$ cat src/rtl/pi_estimator.sv
// Monte Carlo pi estimator: classifies LFSR sample points against a circle,
// counts hits/totals and divides 4*hits/total into an unsigned Q3.13 estimate.
module pi_estimator #(
   parameter int unsigned RADIUS  = 240,
   parameter int unsigned COUNT_W = 20
) (
   input  logic               clk10,
   input  logic               reset,
   input  logic               sample_stb,
   input  logic [8:0]         x_in,
   input  logic [8:0]         y_in,
   output logic [COUNT_W-1:0] hit_cnt,
   output logic [COUNT_W-1:0] total_cnt,
   output logic [15:0]        pi_est,
   output logic               est_valid,
   output logic               busy,
   output logic               overrun,
   output logic               saturated
);

   localparam int unsigned DW   = COUNT_W + 15;
   localparam int unsigned BC_W = $clog2(DW + 1);
   localparam logic [9:0]  R_10 = 10'(RADIUS);
   localparam logic [9:0]  SPAN = 10'(2 * RADIUS);
   localparam logic [17:0] R_SQ = 18'(RADIUS * RADIUS);
   localparam logic [COUNT_W-1:0] CNT_MAX = '1;

   typedef enum logic [2:0] {IDLE, CALC, ACCUM, DIV, DONE} state_t;

   state_t state, state_nxt;

   logic [8:0]          x_r, y_r;
   logic                in_circ_r;
   logic signed [9:0]   dx, dy;
   logic [8:0]          adx, ady;
   logic [17:0]         dist_sq;
   logic                in_sq, in_circ;
   logic [COUNT_W-1:0]  total_nxt, hit_nxt;
   logic [DW-1:0]       dividend;
   logic [COUNT_W-1:0]  divisor;
   logic [COUNT_W-1:0]  rem;
   logic [COUNT_W:0]    rem_sh, rem_nxt;
   logic                q_bit;
   logic [15:0]         quot;
   logic [BC_W-1:0]     bit_cnt;
   logic                unused_rem_msb;

   // Point classification; |dx|,|dy| <= 271 so the distance sum fits 18 bits
   always_comb begin
      dx      = $signed({1'b0, x_r}) - $signed(R_10);
      dy      = $signed({1'b0, y_r}) - $signed(R_10);
      adx     = 9'(dx[9] ? -dx : dx);
      ady     = 9'(dy[9] ? -dy : dy);
      dist_sq = ({9'd0, adx} * {9'd0, adx}) + ({9'd0, ady} * {9'd0, ady});
      in_sq   = ({1'b0, x_r} <= SPAN) && ({1'b0, y_r} <= SPAN);
      in_circ = in_sq && (dist_sq <= R_SQ);
   end

   // Saturating counter increments
   always_comb begin
      total_nxt = (total_cnt == CNT_MAX) ? total_cnt : total_cnt + COUNT_W'(1);
      hit_nxt   = (in_circ_r && (hit_cnt != CNT_MAX)) ? hit_cnt + COUNT_W'(1) : hit_cnt;
   end

   // One restoring-division step; the remainder stays below the divisor
   always_comb begin
      rem_sh         = {rem, dividend[DW-1]};
      q_bit          = (rem_sh >= {1'b0, divisor});
      rem_nxt        = q_bit ? (rem_sh - {1'b0, divisor}) : rem_sh;
      unused_rem_msb = rem_nxt[COUNT_W];
   end

   always_ff @(posedge clk10) begin
      if (reset) state <= IDLE;
      else       state <= state_nxt;
   end

   always_comb begin
      state_nxt = state;
      case (state)
         IDLE:    if (sample_stb && !saturated) state_nxt = CALC;
         CALC:    state_nxt = in_sq ? ACCUM : IDLE;
         ACCUM:   state_nxt = DIV;
         DIV:     if (bit_cnt == BC_W'(1)) state_nxt = DONE;
         DONE:    state_nxt = IDLE;
         default: state_nxt = IDLE;
      endcase
   end

   always_ff @(posedge clk10) begin
      if (reset) begin
         x_r       <= '0;
         y_r       <= '0;
         in_circ_r <= 1'b0;
         hit_cnt   <= '0;
         total_cnt <= '0;
         pi_est    <= '0;
         est_valid <= 1'b0;
         busy      <= 1'b0;
         overrun   <= 1'b0;
         saturated <= 1'b0;
         dividend  <= '0;
         divisor   <= '0;
         rem       <= '0;
         quot      <= '0;
         bit_cnt   <= '0;
      end else begin
         est_valid <= 1'b0;
         busy      <= (state_nxt != IDLE);
         saturated <= (total_cnt == CNT_MAX);
         if (sample_stb && (state != IDLE)) overrun <= 1'b1;
         case (state)
            IDLE: begin
               if (sample_stb && !saturated) begin
                  x_r <= x_in;
                  y_r <= y_in;
               end
            end
            CALC: in_circ_r <= in_circ;
            ACCUM: begin
               total_cnt <= total_nxt;
               hit_cnt   <= hit_nxt;
               dividend  <= {hit_nxt, 15'd0};
               divisor   <= total_nxt;
               rem       <= '0;
               quot      <= '0;
               bit_cnt   <= BC_W'(DW);
            end
            // Quotient never exceeds 0x8000, so bits shifted past bit 15 are zero
            DIV: begin
               dividend <= dividend << 1;
               rem      <= rem_nxt[COUNT_W-1:0];
               quot     <= {quot[14:0], q_bit};
               bit_cnt  <= bit_cnt - BC_W'(1);
            end
            DONE: begin
               pi_est    <= quot;
               est_valid <= 1'b1;
            end
            default: ;
         endcase
      end
   end

endmodule

$ cat config.mk
export PLATFORM = sky130hd
export DESIGN_NAME = pi_estimator
export DESIGN_NICKNAME = d
export VERILOG_FILES = /design/src/rtl/pi_estimator.sv
export SDC_FILE = /design/constraint.sdc
export NUM_CORES = 1
export LEC_CHECK = 0
export BUFFER_PORTS_ARGS = -buffer_cell sky130_fd_sc_hd__buf_2
export CORE_MARGIN = 2
export CORE_UTILIZATION = 30
export CTS_CLUSTER_SIZE = 25
export DETAILED_ROUTE_END_ITERATION = 8
export GPL_TIMING_DRIVEN = 1
export PLACE_DENSITY = 0.55
export SYNTH_ARGS = -nofsm -noshare
export SYNTH_HDL_FRONTEND = slang
export SYNTH_SLANG_ARGS = --single-unit
$ cat constraint.sdc
create_clock -name clk10 -period 10.1 [get_ports clk10]
set_clock_uncertainty 0.2 [all_clocks]
set_input_delay 1.515 -clock clk10 [delete_from_list [all_inputs] [get_ports clk10]]
set_output_delay 1.515 -clock clk10 [all_outputs]
set_load 0.02 [all_outputs]
Word-level counts from Yosys, hierarchy flattened
Index checks and enable logic that the tools add are counted.
Widths: inputs -> output; s select.
{ "totals": {"ff_bits": 159, "input_bits": 21, "out_inout_bits": 60, "wordCells": 64} }
{ "op_classes": {"addsub": 9, "multipliers": 2, "n_lt_le_gt_ge": 4, "n_eq_ne": 7, "n_mux": 14, "n_bitwise": 1, "reduce_logical": 12} }
{ "ops": {"columns": ["op", "count"], "rows": [
  ["$pmux 35 s2", 1],
  ["$mux 20", 3],
  ["$add 20x1->20 const B", 2],
  ["$pmux 20 s2", 1],
  ["$mul 9x9->18", 2],
  ["$pmux 16 s2", 1],
  ["$ge 21x20->1", 1],
  ["$eq 20x20->1 const B", 1],
  ["$ne 20x20->1 const B", 1],
  ["$sub 20x20->20", 1],
  ["$sub 9x8->10 const B", 2],
  ["$add 18x18->18", 1],
  ["$le 18x16->1 const B", 1],
  ["$le 9x9->1 const B", 2],
  ["$mux 9", 2],
  ["$neg 9->9", 2],
  ["$pmux 3 s4", 1],
  ["$pmux 6 s2", 1],
  ["$eq 3x2->1 const B", 2],
  ["$eq 6x1->1 const B", 1],
  ["$mux 3", 2],
  ["$reduce_bool 3->1", 2],
  ["$sub 6x1->6 const B", 1],
  ["$logic_and 1x1->1", 5],
  ["other kinds (9)", 10]
]} }

Longest topological paths before layout
Gate-level depths: netlist (run 1).
{ "logic_depth": {"depth_word": 7, "ltp_mapped": 30, "depth_no_buf": 29} }

Worst setup path after synthesis (run 1)
OpenSTA, ideal clock, no wires.
{ "synth_timing": {"path_type": "reg2reg", "start": "register y_r[0]", "end": "register in_circ_r", "setup_time_ps": 129, "arrival_ps": 6781, "slack_ps": 2990, "path_stages_with_launch": 28, "path_cell_list": "dfxtp_1 buf_2 inv_1 ha_1 nand4bb_1 nor3b_1 nor3_1 o21a_1 clkbuf_1 nand2b_1 fa_1 fa_1 inv_1 fa_1 fa_1 fa_1 inv_1 fa_1 inv_1 ha_1 and3_1 a221o_1 o41ai_4 xnor2_1 nand4_1 o21ai_1 a2111oi_2 o31ai_2"} }
{ "synth_via": {"elab_chain_cells": 7, "word_cells_on_any_way": 9, "classes_between": "add/sub (3); mul (1); order compare (2); mux (1); reduce/logical (2)"} }
{ "synth_rtl": {"columns": ["element", "line_no", "rtl"], "rows": [
  ["from (decl)", "32", "logic [8:0] x_r, y_r;"],
  ["from (signal assigned)", "116", "y_r <= y_in;"],
  ["$sub 9x8->10", "51", "dy = $signed({1'b0, y_r}) - $signed(R_10);"],
  ["$neg 9->9", "53", "ady = 9'(dy[9] ? -dy : dy);"],
  ["$mux 9", "53", null],
  ["$mul 9x9->18", "54", "dist_sq = ({9'd0, adx} * {9'd0, adx}) + ({9'd0, ady} * {9'd0, ady});"],
  ["$add 18x18->18", "54", null],
  ["$le 18x16->1", "56", "in_circ = in_sq && (dist_sq <= R_SQ);"],
  ["$logic_and 1x1->1 (*)", "56", null],
  ["to (signal assigned)", "119", "CALC: in_circ_r <= in_circ;"],
  ["to (decl)", "33", "logic in_circ_r;"]
]} }
Mark *: on every way between the ends. The rest lies on a longest branch, timed or not.
A chain may end at the register's enable or synchronous reset.

Worst setup path in the final report (run 1)
Same ends and word-level chain as after synthesis.

==> impl_metrics.json, run 1 <==
{
  "htreeDepth": 4,
  "final_common_cell": "nand2_1",
  "cp-end-kind": "register",
  "synth.net_count": 1624,
  "ys_ff_latch": 144,
  "fin_ws_ns": 2.35,
  "grt_pass1_wl_mm": 46.8,
  "drc": 0,
  "grt_overflow": 0,
  "worst_slew_pin_slew_ns": 0.930,
  "drive_gt1_share_pct": 10.2,
  "ant_nets": 0,
  "startpoint": "y_r[0]",
  "drt-initial-drc-count": 469,
  "avgViaCountPerCell": 4.67,
  "ys_types": 80,
  "routed_wl_mm": 27.5,
  "first_pass_iters": 7,
  "n_fill_cell": 4040,
  "slew_headroom_pct": 37.6,
  "finalNonFillerCells": 1999,
  "cp_max_fo": 10,
  "cts-resized-gates": 0,
  "syn_to_final_growth_pct": 12.6,
  "seq_area_um2": 2880,
  "post-cts-setup-buffer-count": 0,
  "synth-edff-count": 0,
  "io_buffer_count": 80,
  "fp.dieH_um": 203,
  "multi_input_area_um2": 8010,
  "hold_buffers": 0,
  "start_util_pct": 30.5,
  "setup_viol": 0,
  "timing.rr.start": "y_r[0]",
  "hold_path.class": "register to register",
  "hp-start": "dividend[31]",
  "track_usage_pct": 14.0,
  "vias": 9337,
  "cts_tree": "built",
  "gp_congestion": 0.834,
  "ys.flop_type": "dfxtp_1",
  "clock_path_buffers": 2,
  "synth-warning-count": 0,
  "drv_cap": 0,
  "syn_area_per_cell_um2": 8.37,
  "clkTransAtPathRegs_ns": 0.07,
  "final_max_slew_viol_count": 0,
  "clock_sinks": 144,
  "clockRootBuffer": "clkbuf_16",
  "dp_hpwl_mm": 21.4,
  "startpoint_type": "register",
  "setup_tns_ns": 0,
  "final_cell_mix": "nand2_1, inv_1, nor2_1, dfxtp_1, fa_1",
  "ys_seq_area_share_pct": 24.3,
  "dp.cells": 1968,
  "core-area_um2": 38800,
  "async_flop_share_pct": 0,
  "worstPathArrival_ns": 7.90,
  "timing.fmax_mhz": 129,
  "synth_area_um2": 11800,
  "die_x_um": 203,
  "min_period_over_period_pct": 76.7,
  "crit_type": "register to register",
  "worstSkewPairLatency_ns": 0.45,
  "status": "complete, no violations",
  "wl_per_cell_um": 13.8,
  "antenna_found_initial": 0,
  "postSynthCellCount": 1415,
  "r2r_slack_ns": 2.35,
  "required_ns": 10.25,
  "dieArea_um2": 41100,
  "hold_viol": 0,
  "grt_pass1_vias": 9497,
  "grt_max_degree": 69,
  "num_antenna_cells": 0,
  "fp-row-count": 72,
  "fin_crit_ns": 7.75,
  "pre_cts_ws_ns": 2.45,
  "cts_buffers": 17,
  "io_pins": 81,
  "final_nets": 1678,
  "rsz0062_at_grt": "false"
}
==> registers in the layout, summed over array words and instances (netlist names), 3 cells and up <==
register / count
dividend: 20
divisor: 20
hit_cnt: 20
rem: 20
pi_est: 16
quot: 16
x_r: 9
y_r: 9
bit_cnt: 6
state: 3
==> area by class of cell <==
class | count | share of cell area (%)
clock buffers | 19 | 3.40
clock inverters | 12 | 1.17
inverters | 190 | 5.35
multi-input cells | 1027 | 60.1
flip-flops and latches | 144 | 21.6
well taps | 518 | 4.86
repair buffers | 89 | 3.53
==> metrics by stage <==
stage / area (um^2) / hold WS [ns] / utilization (%)
after CTS: 13300 / 0.248 / 34.4
after global placement: 12700 / 0.238 / 32.8
final: 13300 / 0.245 / 34.4
after global routing: 13300 / 0.272 / 34.4
after detailed placement: 12700 / 0.239 / 32.8
after floorplan: 11800 / 0.226 / -
==> path summary, 6_finish.rpt <==
| path | to | cells past startpoint |
|---|---|---|
| setup / recovery | in_circ_r | 25 |
| hold reg to reg | dividend[31] | 2 |
| setup reg to reg | in_circ_r | 25 |
| hold / removal | dividend[31] | 2 |
==> critical path, stage by stage (launching register included) <==
cell	delay (ns)
dfxtp_1	0.56
inv_1	0.18
ha_1	0.27
nand4bb_1	0.17
nor2b_1	0.19
xor2_1	0.46
inv_2	0.16
nand2_1	0.12
fa_1	0.46
fa_1	0.55
inv_1	0.05
fa_1	0.50
fa_1	0.51
fa_1	0.54
inv_1	0.05
fa_1	0.53
inv_1	0.04
ha_1	0.33
and3_1	0.18
a221o_1	0.42
o41ai_4	0.27
xnor2_1	0.17
nand4_1	0.14
a32oi_1	0.23
a2111oi_2	0.11
o31ai_2	0.25
==> logic make-up after synthesis <==
family                     share of synthesized area (%)
xor gates and xnor gates                            7.54
buffers and inverters                               8.03
adders and majority gates                           26.1
and+or+nand+nor                                     18.5
AOI/OAI and AO/OA                                   13.4
DFF                                                 24.3
muxes                                               1.99
==> Yosys cell counts (4+ instances only) <==
cell	instances	area, um^2
a32oi_1	5	43.8
nor3b_1	5	37.5
fa_1	99	1980
or3_1	15	93.8
nor2_1	148	556
o21a_1	6	45.0
nand3_1	18	90.1
mux2i_1	21	210
ha_1	89	1110
xnor2_1	68	596
a31oi_1	5	31.3
and3_1	8	50.1
a21oi_1	84	420
xor2_1	34	298
a311oi_1	4	35.0
nand2b_1	18	113
o21bai_1	6	45.0
o21ai_1	29	145
nor2b_1	7	43.8
nand3b_1	7	52.6
a21o_1	10	75.1
and2_1	6	37.5
nand2_1	188	706
a22o_1	17	149
o211ai_1	14	105
a211oi_1	4	30.0
o2111ai_1	6	52.6
clkbuf_1	39	146
buf_2	7	35.0
nor3_1	22	110
inv_1	187	702
o21ai_0	14	70.1
buf_1	4	15.0
nor4_1	5	31.3
dfxtp_1	144	2880
nand4_1	13	81.3
==> per-layer routing <==
| layer | vias up | GRT usage (%) | routed length [um] |
|---|---|---|---|
| li1 | 4750 | - | - |
| met1 | 4459 | 16.8 | 12100 |
| met2 | 101 | 25.7 | 14200 |
| met3 | 27 | 1.72 | 622 |
| met4 | 0 | 5.01 | 562 |
| met5 | - | 0 | 0 |
Power of run 1 is left out: the tool's default activity adds up to more than one toggle a clock period on the data nets, which glitch-free logic cannot reach.
==> run 2: changes to the inputs <==
clock period = 8 ns   (was 10.1 ns; I/O delays follow)
==> impl_metrics.json, run 2 (synthesis gave the netlist of run 1 again) <==
{
  "clock_sinks": 144,
  "fin_crit_ns": 7.52,
  "hold_path.class": "register to register",
  "first_pass_iters": 4,
  "worst_slew_pin_slew_ns": 0.950,
  "wl_per_cell_um": 13.8,
  "required_ns": 8.12,
  "n_fill_cell": 4041,
  "drc": 0,
  "final_cell_mix": "nand2_1, inv_1, nor2_1, dfxtp_1, fa_1",
  "io_pins": 81,
  "drv_cap": 0,
  "setup_tns_ns": 0,
  "gp_congestion": 0.811,
  "cp-end-kind": "register",
  "io_buffer_count": 80,
  "grt_pass1_wl_mm": 47.1,
  "routed_wl_mm": 27.6,
  "ant_nets": 0,
  "grt_overflow": 0,
  "htreeDepth": 4,
  "vias": 9426,
  "setup_viol": 0,
  "rsz0062_at_grt": "false",
  "track_usage_pct": 14.0,
  "slew_headroom_pct": 36.6,
  "num_antenna_cells": 0,
  "worstSkewPairLatency_ns": 0.45,
  "final_common_cell": "nand2_1",
  "slowest_stage": "fa_1",
  "startpoint_type": "register",
  "fp-row-count": 72,
  "crit_top_cell": "fa_1",
  "max_stage_delay_ns": 0.56,
  "syn_to_final_growth_pct": 12.9,
  "core-area_um2": 38800,
  "final_nets": 1685,
  "dieArea_um2": 41100,
  "grt_pass1_vias": 9452,
  "avgViaCountPerCell": 4.70,
  "whs_path_depth": 2,
  "die_x_um": 203,
  "antenna_found_initial": 0,
  "worstPathArrival_ns": 7.64,
  "drive_gt1_share_pct": 10.5,
  "hold_viol": 0,
  "cp_max_fo": 7,
  "hold_buffers": 0,
  "cts_buffers": 17,
  "drt-initial-drc-count": 468,
  "clock_path_buffers": 2,
  "clockRootBuffer": "clkbuf_16",
  "final_max_slew_viol_count": 0,
  "fp.dieH_um": 203,
  "status": "complete, no violations",
  "min_period_over_period_pct": 94.0,
  "cts_tree": "built",
  "grt_max_degree": 68,
  "start_util_pct": 30.5,
  "clkTransAtPathRegs_ns": 0.06,
  "crit_type": "register to register",
  "dp_hpwl_mm": 21.2,
  "worstRegToRegCells": 25,
  "timing.fmax_mhz": 133
}
run 2: changes by cell type in the layout (fill, tap and decap cells not counted), sizes merged:
cell      change
buf           +7
clkinv        -2
clkbuf        +1
clkinvlp      +1
inv           -1
run 2: path summary, 6_finish.rpt:
kind | startpoint | to | slack (ns)
worst max-delay path | x_r[0] | in_circ_r | 0.48
worst min-delay path | dividend[31] | dividend[31] | 0.25
worst max register to register | x_r[0] | in_circ_r | 0.48
worst min register to register | dividend[31] | dividend[31] | 0.25
run 2: stage by stage:
| stage | cells | util (%) | instance area (um^2) | hold WS, ns | setup slack, ns |
|---|---|---|---|---|---|
| after floorplan | 1415 | - | 11800 | 0.226 | 0.890 |
| after global placement | 1975 | 32.9 | 12800 | 0.239 | 0.642 |
| after detailed placement | 1975 | 32.9 | 12800 | 0.244 | 0.474 |
| after CTS | 2005 | 34.4 | 13400 | 0.251 | 0.456 |
| after global routing | 2005 | 34.4 | 13400 | 0.270 | 0.0525 |
| final | 2005 | 34.4 | 13400 | 0.249 | 0.479 |
run 2: layer usage:
layer,vias up,track usage (%),part of all wire [%]
li1,4756,-,-
met3,22,1.97,1.8
met4,0,4.35,1.7
met1,4558,17.0,44
met2,90,25.6,52
met5,-,0,0
run 2: final cells by class:
class	count	area (um^2)	share of cell area (%)
multi-input cells	1027	8020	60.0
repair buffers	96	523	3.91
clock inverters	10	138	1.03
clock buffers	20	447	3.34
well taps	518	648	4.85
inverters	190	713	5.33
flip-flops and latches	144	2880	21.6
run 2: worst max-delay path: cells and delay by family, from the launching register on:
kind | cells | cell delay [ns]
xor+xnor | 2 | 0.57
fa+ha+maj | 8 | 3.69
compound gates | 5 | 1.28
simple gates | 5 | 0.80
flops | 1 | 0.43
buf+inv | 5 | 0.40
run 2: timing repair:
| action | CTS | global route |
|---|---|---|
| endpoints found under the hold margin | 0 | 0 |
| setup buffers | 0 | 0 |
| resized for setup | 0 | 1 |
| endpoints found under the setup margin | 0 | 1 |
Power of run 2 is left out for the same reason.
==> run 3: changes to the inputs <==
==> constraint.sdc (replaced) <==
create_clock -name clk10 -period 8 [get_ports clk10]
set_clock_uncertainty 0.2 [all_clocks]
set_input_delay 0.4 -clock clk10 [delete_from_list [all_inputs] [get_ports clk10]]
set_output_delay 0.4 -clock clk10 [all_outputs]
set_load 0.02 [all_outputs]
==> impl_metrics.json, run 3 (synthesis gave the netlist of run 1 again) <==
{
  "dieArea_um2": 41100,
  "worstRegToRegCells": 25,
  "grt_max_degree": 68,
  "startpoint": "x_r[0]",
  "cp_max_fo": 7,
  "htreeDepth": 4,
  "placed_cell_area_um2": 12800,
  "crit_type": "register to register",
  "timing.fmax_mhz": 132,
  "avgViaCountPerCell": 4.70,
  "start_util_pct": 30.5,
  "n_fill_cell": 4030,
  "worst_slew_pin_slew_ns": 0.950,
  "dp_hpwl_mm": 21.2,
  "clock_sinks": 144,
  "required_ns": 8.12,
  "first_pass_iters": 5,
  "core-area_um2": 38800,
  "path_delay_family": "adder cells",
  "drc": 0,
  "cts_tree": "built",
  "vias": 9494,
  "track_usage_pct": 14.1,
  "worstSkewPairLatency_ns": 0.45,
  "cts_buffers": 17,
  "max_stage_delay_ns": 0.56,
  "clkTransAtPathRegs_ns": 0.06,
  "gp_congestion": 0.811,
  "fin_area_um2": 13500,
  "final_cell_mix": "nand2_1, inv_1, nor2_1, dfxtp_1, fa_1",
  "ant_nets": 0,
  "io_buffer_count": 80,
  "slew_headroom_pct": 36.6,
  "final_max_slew_viol_count": 0,
  "cp.depth": 25,
  "io_pins": 81,
  "timing.rr.start": "x_r[0]",
  "min_period_over_period_pct": 94.4,
  "rsz0062_at_grt": "false",
  "setup_tns_ns": 0,
  "reg2reg_to": "in_circ_r",
  "drv_cap": 0,
  "post-route-util_pct": 34.8,
  "drive_gt1_share_pct": 10.4,
  "finalNonFillerCells": 2018,
  "clockRootBuffer": "clkbuf_16",
  "final_common_cell": "nand2_1",
  "slowest_stage": "fa_1",
  "dp.cells": 1975,
  "hold_viol": 0,
  "drt-initial-drc-count": 478,
  "die_x_um": 203,
  "fp.dieH_um": 203,
  "wl_per_cell_um": 13.7,
  "final_nets": 1698,
  "setup_viol": 0,
  "cp-end-kind": "register",
  "cp-endpoint": "in_circ_r",
  "syn_to_final_growth_pct": 14.0,
  "grt_overflow": 0,
  "num_antenna_cells": 0,
  "grt_pass1_wl_mm": 47.2,
  "routed_wl_mm": 27.7,
  "post-cts-setup-buffer-count": 0,
  "clock_path_buffers": 2,
  "startpoint_type": "register",
  "fin_crit_ns": 7.55,
  "r2r_slack_ns": 0.45,
  "worstPathArrival_ns": 7.67,
  "grt_pass1_vias": 9504,
  "antenna_found_initial": 0,
  "status": "complete, no violations",
  "hold_path.class": "input pin to register",
  "fp-row-count": 72,
  "crit_top_cell": "fa_1",
  "critPathBufInv": 5
}
## run 3: changes by cell type in the layout (fill, tap and decap cells not counted), sizes merged
| cell | before | now |
|---|---|---|
| dlygate4sd3 | 0 | 13 |
## run 3: repair_timing
item                       in CTS  in global routing
setup endpoints to repair       0                  1
resized for setup               0                  1
hold endpoints to repair       13                  0
hold buffers                   13                  0
## run 3: final cells by class
cell class / count / area [um^2] / share of cell area [%]
tap: 518 / 648 / 4.80
timing repair buffer: 109 / 653 / 4.84
clock inverter: 10 / 138 / 1.02
sequential: 144 / 2880 / 21.4
multi-input combinational: 1027 / 8020 / 59.4
inverter: 190 / 713 / 5.28
clock buffer: 20 / 447 / 3.31
## run 3: worst min-delay path by stage
stage / startpoint / endpoint / slack [ns] / cells after the start
after CTS: y_in[0] / y_r[0] / 0.004 / 3
after detailed placement: dividend[27] / dividend[27] / 0.24 / 2
after global placement: dividend[31] / dividend[31] / 0.24 / 2
final: x_in[5] / x_r[5] / 0.01 / 3
after floorplan: rem[19] / rem[19] / 0.23 / 2
after global routing: y_in[5] / y_r[5] / 0.03 / 3
## run 3: routing by layer
layer | vias up | GRT usage [%] | share of wire, %
met5 | - | 0 | 0
met4 | 0 | 4.35 | 1.8
met3 | 24 | 1.97 | 2.0
met2 | 105 | 25.6 | 52
met1 | 4579 | 17.0 | 44
li1 | 4786 | - | -
## run 3: worst register-to-register path: cells and delay by family, from the launching register on
kind                       cells  cell delay (ns)
AOI/OAI and AO/OA              5             1.28
xor gates and xnor gates       2             0.59
adders and majority gates      8             3.71
buffers and inverters          5             0.40
DFF                            1             0.44
and+or+nand+nor                5             0.81
## run 3: per-stage QoR
step	hold slack [ns]	setup slack, ns
after CTS	0.00362	0.456
final	0.0137	0.449
after detailed placement	0.244	0.474
after floorplan	0.226	0.890
after global placement	0.239	0.642
after global routing	0.0281	0.0525
Power of run 3 is left out for the same reason.
